**src/rtl/nibble_serial_adder_pkg.sv**
```systemverilog
// Shared definitions for the nibble-serial wide adder: the slice width of the
// 4-bit adder it drives and the controller state encoding.
package nibble_serial_adder_pkg;

    // Width of one slice handled by the ripple-carry adder per cycle.
    localparam int NIB_W = 4;

    // Controller states: waiting for operands, stepping through nibbles,
    // holding the result until the consumer takes it.
    typedef enum logic [1:0] {
        IDLE = 2'd0,
        RUN  = 2'd1,
        DONE = 2'd2
    } state_t;

endpackage

```
**src/rtl/nibble_serial_adder_rca.sv**
```systemverilog
// 4-bit ripple-carry adder: the single slice reused every cycle by
// nibble_serial_adder. Purely combinational.
module bit_ripple_carry_adder
    import nibble_serial_adder_pkg::*;
(
    input  logic [NIB_W-1:0] A,
    input  logic [NIB_W-1:0] B,
    input  logic             Cin,
    output logic [NIB_W-1:0] Sum,
    output logic             Cout
);

    logic [NIB_W:0] c;

    // Full-adder chain, carry rippling from bit 0 upward.
    always_comb begin
        c    = '0;
        Sum  = '0;
        c[0] = Cin;
        for (int i = 0; i < NIB_W; i++) begin
            Sum[i]   = A[i] ^ B[i] ^ c[i];
            c[i + 1] = (A[i] & B[i]) | (A[i] & c[i]) | (B[i] & c[i]);
        end
        Cout = c[NIB_W];
    end

endmodule

```
**src/rtl/nibble_serial_adder.sv**
```systemverilog
// Multi-cycle WIDTH-bit adder. An accepted operand pair is pushed through one
// 4-bit ripple-carry adder a nibble per cycle, LSB first, with the inter-nibble
// carry held in a register. The result is returned over a valid/ready
// handshake; a new pair is only accepted once the previous result retired.
module nibble_serial_adder
    import nibble_serial_adder_pkg::*;
#(
    parameter  int NIBBLES = 4,
    localparam int WIDTH   = NIB_W * NIBBLES
) (
    input  logic             clk,
    input  logic             rst,
    input  logic             in_valid,
    output logic             in_ready,
    input  logic [WIDTH-1:0] in_a,
    input  logic [WIDTH-1:0] in_b,
    input  logic             in_cin,
    output logic             out_valid,
    input  logic             out_ready,
    output logic [WIDTH-1:0] out_sum,
    output logic             out_cout
);

    // One spare bit so the counter can always represent NIBBLES-1, also for
    // NIBBLES=1 where $clog2 yields 0.
    localparam int IDX_W = $clog2(NIBBLES) + 1;

    localparam logic [IDX_W-1:0] LAST_IDX = IDX_W'(NIBBLES - 1);

    state_t           state;
    logic [WIDTH-1:0] a_p0;
    logic [WIDTH-1:0] b_p0;
    logic             carry_p0;
    logic [IDX_W-1:0] idx;

    logic             accept;
    logic             last_nib;
    logic [NIB_W-1:0] nib_a;
    logic [NIB_W-1:0] nib_b;
    logic [NIB_W-1:0] nib_sum;
    logic             nib_cout;

    // Extract nibble i of v; a shift keeps the select in range for any idx.
    function automatic logic [NIB_W-1:0] nibble_at(input logic [WIDTH-1:0] v,
                                                   input logic [IDX_W-1:0] i);
        logic [WIDTH-1:0] s;
        s = v >> (NIB_W * i);
        return s[NIB_W-1:0];
    endfunction

    // Return v with nibble i replaced by n, all other bits untouched.
    function automatic logic [WIDTH-1:0] nibble_put(input logic [WIDTH-1:0] v,
                                                    input logic [IDX_W-1:0] i,
                                                    input logic [NIB_W-1:0] n);
        logic [WIDTH-1:0] mask;
        logic [WIDTH-1:0] data;
        mask = WIDTH'({NIB_W{1'b1}}) << (NIB_W * i);
        data = WIDTH'(n) << (NIB_W * i);
        return (v & ~mask) | (data & mask);
    endfunction

    // Handshake and slice selection decoded from the registered state.
    always_comb begin
        accept   = (state == IDLE) && in_valid && in_ready;
        last_nib = (idx == LAST_IDX);
        nib_a    = nibble_at(a_p0, idx);
        nib_b    = nibble_at(b_p0, idx);
    end

    bit_ripple_carry_adder u_rca (
        .A   (nib_a),
        .B   (nib_b),
        .Cin (carry_p0),
        .Sum (nib_sum),
        .Cout(nib_cout)
    );

    // Operand capture at the accept edge only; later input changes are ignored.
    always_ff @(posedge clk) begin
        if (accept) begin
            a_p0 <= in_a;
            b_p0 <= in_b;
        end
    end

    // Controller: accept, step one nibble per RUN cycle, hold result in DONE.
    always_ff @(posedge clk) begin
        if (rst) begin
            state     <= IDLE;
            in_ready  <= 1'b1;
            out_valid <= 1'b0;
            out_sum   <= '0;
            out_cout  <= 1'b0;
            carry_p0  <= 1'b0;
            idx       <= '0;
        end else begin
            case (state)
                IDLE: begin
                    if (accept) begin
                        carry_p0 <= in_cin;
                        idx      <= '0;
                        out_sum  <= '0;
                        in_ready <= 1'b0;
                        state    <= RUN;
                    end
                end
                RUN: begin
                    out_sum  <= nibble_put(out_sum, idx, nib_sum);
                    carry_p0 <= nib_cout;
                    if (last_nib) begin
                        out_cout  <= nib_cout;
                        out_valid <= 1'b1;
                        state     <= DONE;
                    end else begin
                        idx <= idx + IDX_W'(1);
                    end
                end
                DONE: begin
                    if (out_ready) begin
                        out_valid <= 1'b0;
                        in_ready  <= 1'b1;
                        state     <= IDLE;
                    end
                end
                default: begin
                    out_valid <= 1'b0;
                    in_ready  <= 1'b1;
                    state     <= IDLE;
                end
            endcase
        end
    end

endmodule

```
**config.mk**
```make
export PLATFORM = sky130hd
export DESIGN_NAME = nibble_serial_adder
export DESIGN_NICKNAME = d
export VERILOG_FILES = /design/src/rtl/nibble_serial_adder_pkg.sv /design/src/rtl/nibble_serial_adder_rca.sv /design/src/rtl/nibble_serial_adder.sv
export SDC_FILE = /design/constraint.sdc
export NUM_CORES = 1
export LEC_CHECK = 0
export BUFFER_PORTS_ARGS = -buffer_cell sky130_fd_sc_hd__buf_2
export CELL_PAD_IN_SITES_DETAIL_PLACEMENT = 2
export CELL_PAD_IN_SITES_GLOBAL_PLACEMENT = 2
export CORE_MARGIN = 2
export CORE_UTILIZATION = 36
export CTS_CLUSTER_DIAMETER = 100
export DETAILED_ROUTE_END_ITERATION = 7
export GPL_TIMING_DRIVEN = 0
export MAX_ROUTING_LAYER = met4
export PLACE_DENSITY = 0.82
export RECOVER_POWER = 50
export SLEW_MARGIN = 15
export SYNTH_ARGS = -nofsm -noshare
export SYNTH_HDL_FRONTEND = slang
export SYNTH_SLANG_ARGS = --single-unit
```
**constraint.sdc**
```tcl
create_clock -name clk -period 4.35 [get_ports clk]
set_input_delay 0.87 -clock clk [delete_from_list [all_inputs] [get_ports clk]]
set_output_delay 0.87 -clock clk [all_outputs]
set_load 0.1 [all_outputs]
```
==> results.cfg, run 1 <==
[sta]
slew_headroom = 0.225
slew_viol_final = 0
tightest_slew_ps = 1170
fin_crit_sh = 0.800
fmax_mhz = 287
rsz0062_at_grt = no
final.min_clock_period_ps = 3480
fin_ws_ps = 869
setup_viol = 0
tns_ps = 0
hold_viol = 0
finClkSkew_ps = 7.11
hold_slack_ps = 470

[die]
rows = 30
die_y_um = 86.4
dieArea_mm2 = 0.00747
core_area_mm2 = 0.00668
io_pins = 56
die_width_um = 86.4
initial_core_util = 0.366

[grt]
antenna_found_initial = 0
grt_pass1_vias = 1966
grt_pass1_wl_um = 9830
grt_max_degree = 33
grt_usage = 0.185
overflow = 0

[synth]
ys.warnings.count = 0
async_flop_share = 0
synthCells = 176
synth_edf_count = 32
synth_top_cell_by_area = edfxtp_1
synth_seq_cells = 57
synth_cell_types = 35
synth_flop_cell = edfxtp_1
syn-num-nets = 222
ys_seq_area_frac = 0.598
synth_area_leaders = edfxtp_1 (39%), dfxtp_1 (20%), mux4_2 (7.4%)
yosysTopAreaCellShare = 0.393
synth_area_mm2 = 0.00244
syn_avg_cell_area_um2 = 13.9

[cts]
cts_tree = yes
cts.clk_slew.worst_paths_ps = 70
postCtsSetupRepairBufs = 0
cts_sinks = 57
cts_made_buffers = 9
htree_levels = 3
cts_root_buf = clkbuf_8
ctsResizeCount = 0
cts.path.max_buffers = 2
worstSkewPairLatency_ps = 340
postCtsHoldBufs = 0

[pwr]
switching_share = 0.271
power_density_mw_per_mm2 = 457
max-vdd-ir-drop_v = 0.000220
leakagePower_nw = 1.07
p_int_mw = 1.00
clock_power_share = 0.389
totalPowerFinal_mw = 1.37
power_frac_seq = 0.448
power_switching_mw = 0.372
pwr-share-comb = 0.163

[run]
maxCapViolations = 0

[layout]
mostFrequentLayoutCells = buf_2 (41), edfxtp_1 (32), dfxtp_1 (25)
final_common_cell = buf_2
antenna_cells = 0
syn_to_final_growth_pct = 22.7
drive_gt1_frac = 0.285
nets = 287
fin_area_mm2 = 0.00300

[placement]
io_buffers = 54
dp_slack_ps = 859
dp_hpwl_um = 4190
place_area_mm2 = 0.00282
gp_congestion = 0.772

[setup_path]
path_common_cell = fa_1
critPathLaunch = idx[1]
cp-start-kind = register
worst_ep_required_time_ps = 4620
slowest_stage = fa_1
rr_endpoint = out_sum[11]
crit_fanout = 10
slowest_delay_ps = 630
r2r_start = idx[1]
reg2reg_slack_ps = 870
crit_arrival_ps = 3750
worstSetupEndpointType = register
rr_worst_depth = 9
crit_chain = buf_2 > mux4_2 > and2_1 > fa_1 > fa_1 > fa_1 > fa_1 > nand4_1 > a21oi_1
path_class = reg -> reg

[detailed_routing]
drtIter0Drc = 115
drc = 0
finalWirelength_um = 6090
viasPerCell = 5.29
ant_nets = 0
drt-wirelength-per-cell_um = 18.7
vias = 1724
dr.pass1.iters = 4

[run_status]
status = complete, no violations

[min_path]
hold_path_class = reg -> reg
hold_path_end = out_sum[0]
min_path_cells = 2
hold_start = out_sum[0]
layout make-up:
type                       instances  area [µm²]
sequential                        57        1460
timing repair buffer              54         248
clock inverter                     6        82.6
fill                             676        3680
multi-input combinational        102         892
tap                               80         100
inverter                           6        22.5
buffer                            11        66.3
clock buffer                      10         128
critical path, delay by kind of cell (launching register included):
kind	cells	cell delay, ps
adder cells (fa/ha/maj)	4	1840
AND/OR/NAND/NOR	2	320
AO/OA/AOI/OAI	1	140
multiplexers	1	350
flip-flops	1	420
buffers and inverters	1	330
registers in the layout (all words and copies together) (netlist names):
signal and flops:
a_p0 16, b_p0 16, out_sum 16, idx 3
state 2, carry_p0 1, in_ready 1, out_cout 1
out_valid 1
layer usage:
metal / GRT usage / wire [µm] / vias to the layer above
met5: - / 0 / -
met4: 0.0838 / 127 / 0
met3: 0.0400 / 254 / 14
met2: 0.308 / 3190 / 50
met1: 0.214 / 2520 / 854
li1: - / - / 806
cell usage after synthesis, types with 2 or more instances:
library cell,instances
fa_1,4
inv_1,6
nor2_1,4
nand2b_1,2
buf_2,5
nand3_1,16
a22o_1,4
nand2_1,2
ha_1,5
and2_1,8
nand3b_1,2
dfxtp_1,25
or3_1,2
mux4_2,8
buf_6,2
nand4_1,8
nand4bb_1,4
o31ai_1,2
a21oi_1,18
edfxtp_1,32
clkbuf_1,3
cells by family after synthesis:
kind of cell	Yosys count	synth area share
simple gates	55	0.155
mux	9	0.0778
fa+ha+maj	9	0.0583
compound gates	29	0.0752
buf+inv	17	0.0363
flops	57	0.598
through the flow:
stage                      util  instances
after detailed placement  0.421        310
final                     0.449        326
after global routing      0.449        326
after global placement    0.421        310
after CTS                 0.453        326
after floorplan               -        176
power by group through the flow:
| stage | clock network, mW | registers (mW) | logic, mW |
|---|---|---|---|
| after global routing | 0.571 | 0.618 | 0.242 |
| after CTS | 0.548 | 0.616 | 0.228 |
| after global placement | 0 | 0.625 | 0.217 |
| after floorplan | 0 | 0.659 | 0.117 |
| final | 0.534 | 0.615 | 0.223 |
| after detailed placement | 0 | 0.628 | 0.223 |
worst max-delay path by stage:
stage,endpoint,cells past startpoint
floorplan,out_sum[7],9
global placement,out_sum[7],9
detailed placement,out_sum[11],9
CTS,out_sum[11],9
global route,out_sum[7],9
finish,out_sum[11],9
No activity file was read; power rests on OpenSTA's default activity.
==> run 2, diff against run 1 <==
==> constraint.sdc (replaced) <==
create_clock -name clk -period 3.6 [get_ports clk]
set_input_delay 0.72 -clock clk [delete_from_list [all_inputs] [get_ports clk]]
set_output_delay 0.72 -clock clk [all_outputs]
set_load 0.1 [all_outputs]
==> results.cfg, run 2 (synthesized netlist as in run 1, its figures left out) <==
[run_status]
status = complete, no violations

[setup_path]
crit_arrival_ps = 3700
path_class = reg -> reg
cp-start-kind = register
crit_chain = buf_6 > mux4_2 > and2_1 > fa_1 > fa_1 > fa_1 > fa_1 > nand4_1 > a21oi_1
worst_ep_required_time_ps = 3860
slowest_delay_ps = 640
path_common_cell = fa_1
slowest_stage = fa_1
worstSetupEndpointType = register
crit_fanout = 7

[layout]
top_regs = a_p0 x16, b_p0 x16, out_sum x16
final_common_cell = buf_2
syn_to_final_growth_pct = 22.8
antenna_cells = 0
fillers = 675
mostFrequentLayoutCells = buf_2 (40), edfxtp_1 (32), dfxtp_1 (25)
nets = 287
drive_gt1_frac = 0.285

[pwr]
leakagePower_nw = 1.07
max-vdd-ir-drop_v = 0.000265
power_density_mw_per_mm2 = 550
totalPowerFinal_mw = 1.65

[die]
initial_core_util = 0.366
die_y_um = 86.4
dieArea_mm2 = 0.00747
io_pins = 56
rows = 30
die_width_um = 86.4
core_area_mm2 = 0.00668

[run]
maxCapViolations = 0

[sta]
fin_crit_sh = 0.955
fmax_mhz = 291
hold_slack_ps = 470
tns_ps = 0
slew_headroom = 0.225
slew_viol_final = 0
rsz0062_at_grt = no
setup_viol = 0
tightest_slew_ps = 1170
hold_viol = 0
finClkSkew_ps = 6.83
final.min_clock_period_ps = 3440

[cts]
cts.clk_slew.worst_paths_ps = 70
postCtsSetupRepairBufs = 0
cts_root_buf = clkbuf_8
htree_levels = 3
cts_tree = yes
cts_sinks = 57
worstSkewPairLatency_ps = 330
cts.path.max_buffers = 2
cts_made_buffers = 9

[grt]
use_met3 = 0.0400
grt_max_degree = 33
antenna_found_initial = 0
grt_pass1_vias = 1966
overflow = 0
use_met2 = 0.308
met1_usage = 0.214
grt_usage = 0.185
top_usage_layer = met2
grt_pass1_wl_um = 9830

[detailed_routing]
vias = 1718
viasPerCell = 5.27
finalWirelength_um = 6060
dr.pass1.iters = 3
drtIter0Drc = 100
drt-wirelength-per-cell_um = 18.6
ant_nets = 0
drc = 0

[placement]
io_buffers = 54
gp_congestion = 0.772
dp_hpwl_um = 4190

[min_path]
hold_path_class = reg -> reg
## run 2: changes by cell type in the layout (fill, tap and decap cells not counted), sizes merged
cell,before,now
buf,44,43
clkbuf,31,32
## run 2: per-stage QoR
step	setup slack, ps	std cells	cell area, µm²	util
final	163	326	3000	0.449
after global routing	22.9	326	3000	0.449
after CTS	92.3	326	3030	0.453
after detailed placement	109	310	2820	0.421
after global placement	166	310	2820	0.421
after floorplan	474	176	2440	-
## run 2: timing repair
item | in CTS | in global routing
gates resized for setup | 0 | 1
hold buffers | 0 | 0
setup endpoints to repair | 0 | 3
## run 2: power by group
part | switching (mW) | internal [mW] | total [mW]
registers | 0.0135 | 0.730 | 0.743
clock network | 0.254 | 0.386 | 0.640
logic | 0.176 | 0.0934 | 0.270
total | 0.444 | 1.21 | 1.65
## run 2: layout make-up
class,count,area (µm²),area share
Clock buffer,10,128,0.0425
Clock inverter,6,82.6,0.0275
Tap cell,80,100,0.0333
Timing Repair Buffer,54,248,0.0825
Sequential cell,57,1460,0.487
Inverter,6,22.5,0.00750
Multi-Input combinational cell,102,892,0.297
Buffer,11,68.8,0.0229
## run 2: worst paths after layout
kind | start | endpoint | slack (ps) | cells after the start
worst max-delay path | idx[0] | out_sum[11] | 160 | 9
worst min-delay path | out_sum[0] | out_sum[0] | 470 | 2
worst max register to register | idx[0] | out_sum[11] | 160 | 9
worst min register to register | out_sum[0] | out_sum[0] | 470 | 2
## run 2: critical path, delay by kind of cell (launching register included)
| kind | cells | cell delay, ps |
|---|---|---|
| flops | 1 | 370 |
| mux | 1 | 510 |
| simple gates | 2 | 320 |
| buf+inv | 1 | 170 |
| fa+ha+maj | 4 | 1850 |
| compound gates | 1 | 140 |
## run 2: routing by layer
| layer | wire (µm) | part of all wire |
|---|---|---|
| met4 | 108 | 0.018 |
| met1 | 2510 | 0.41 |
| met3 | 250 | 0.041 |
| met2 | 3190 | 0.53 |
| met5 | 0 | 0 |
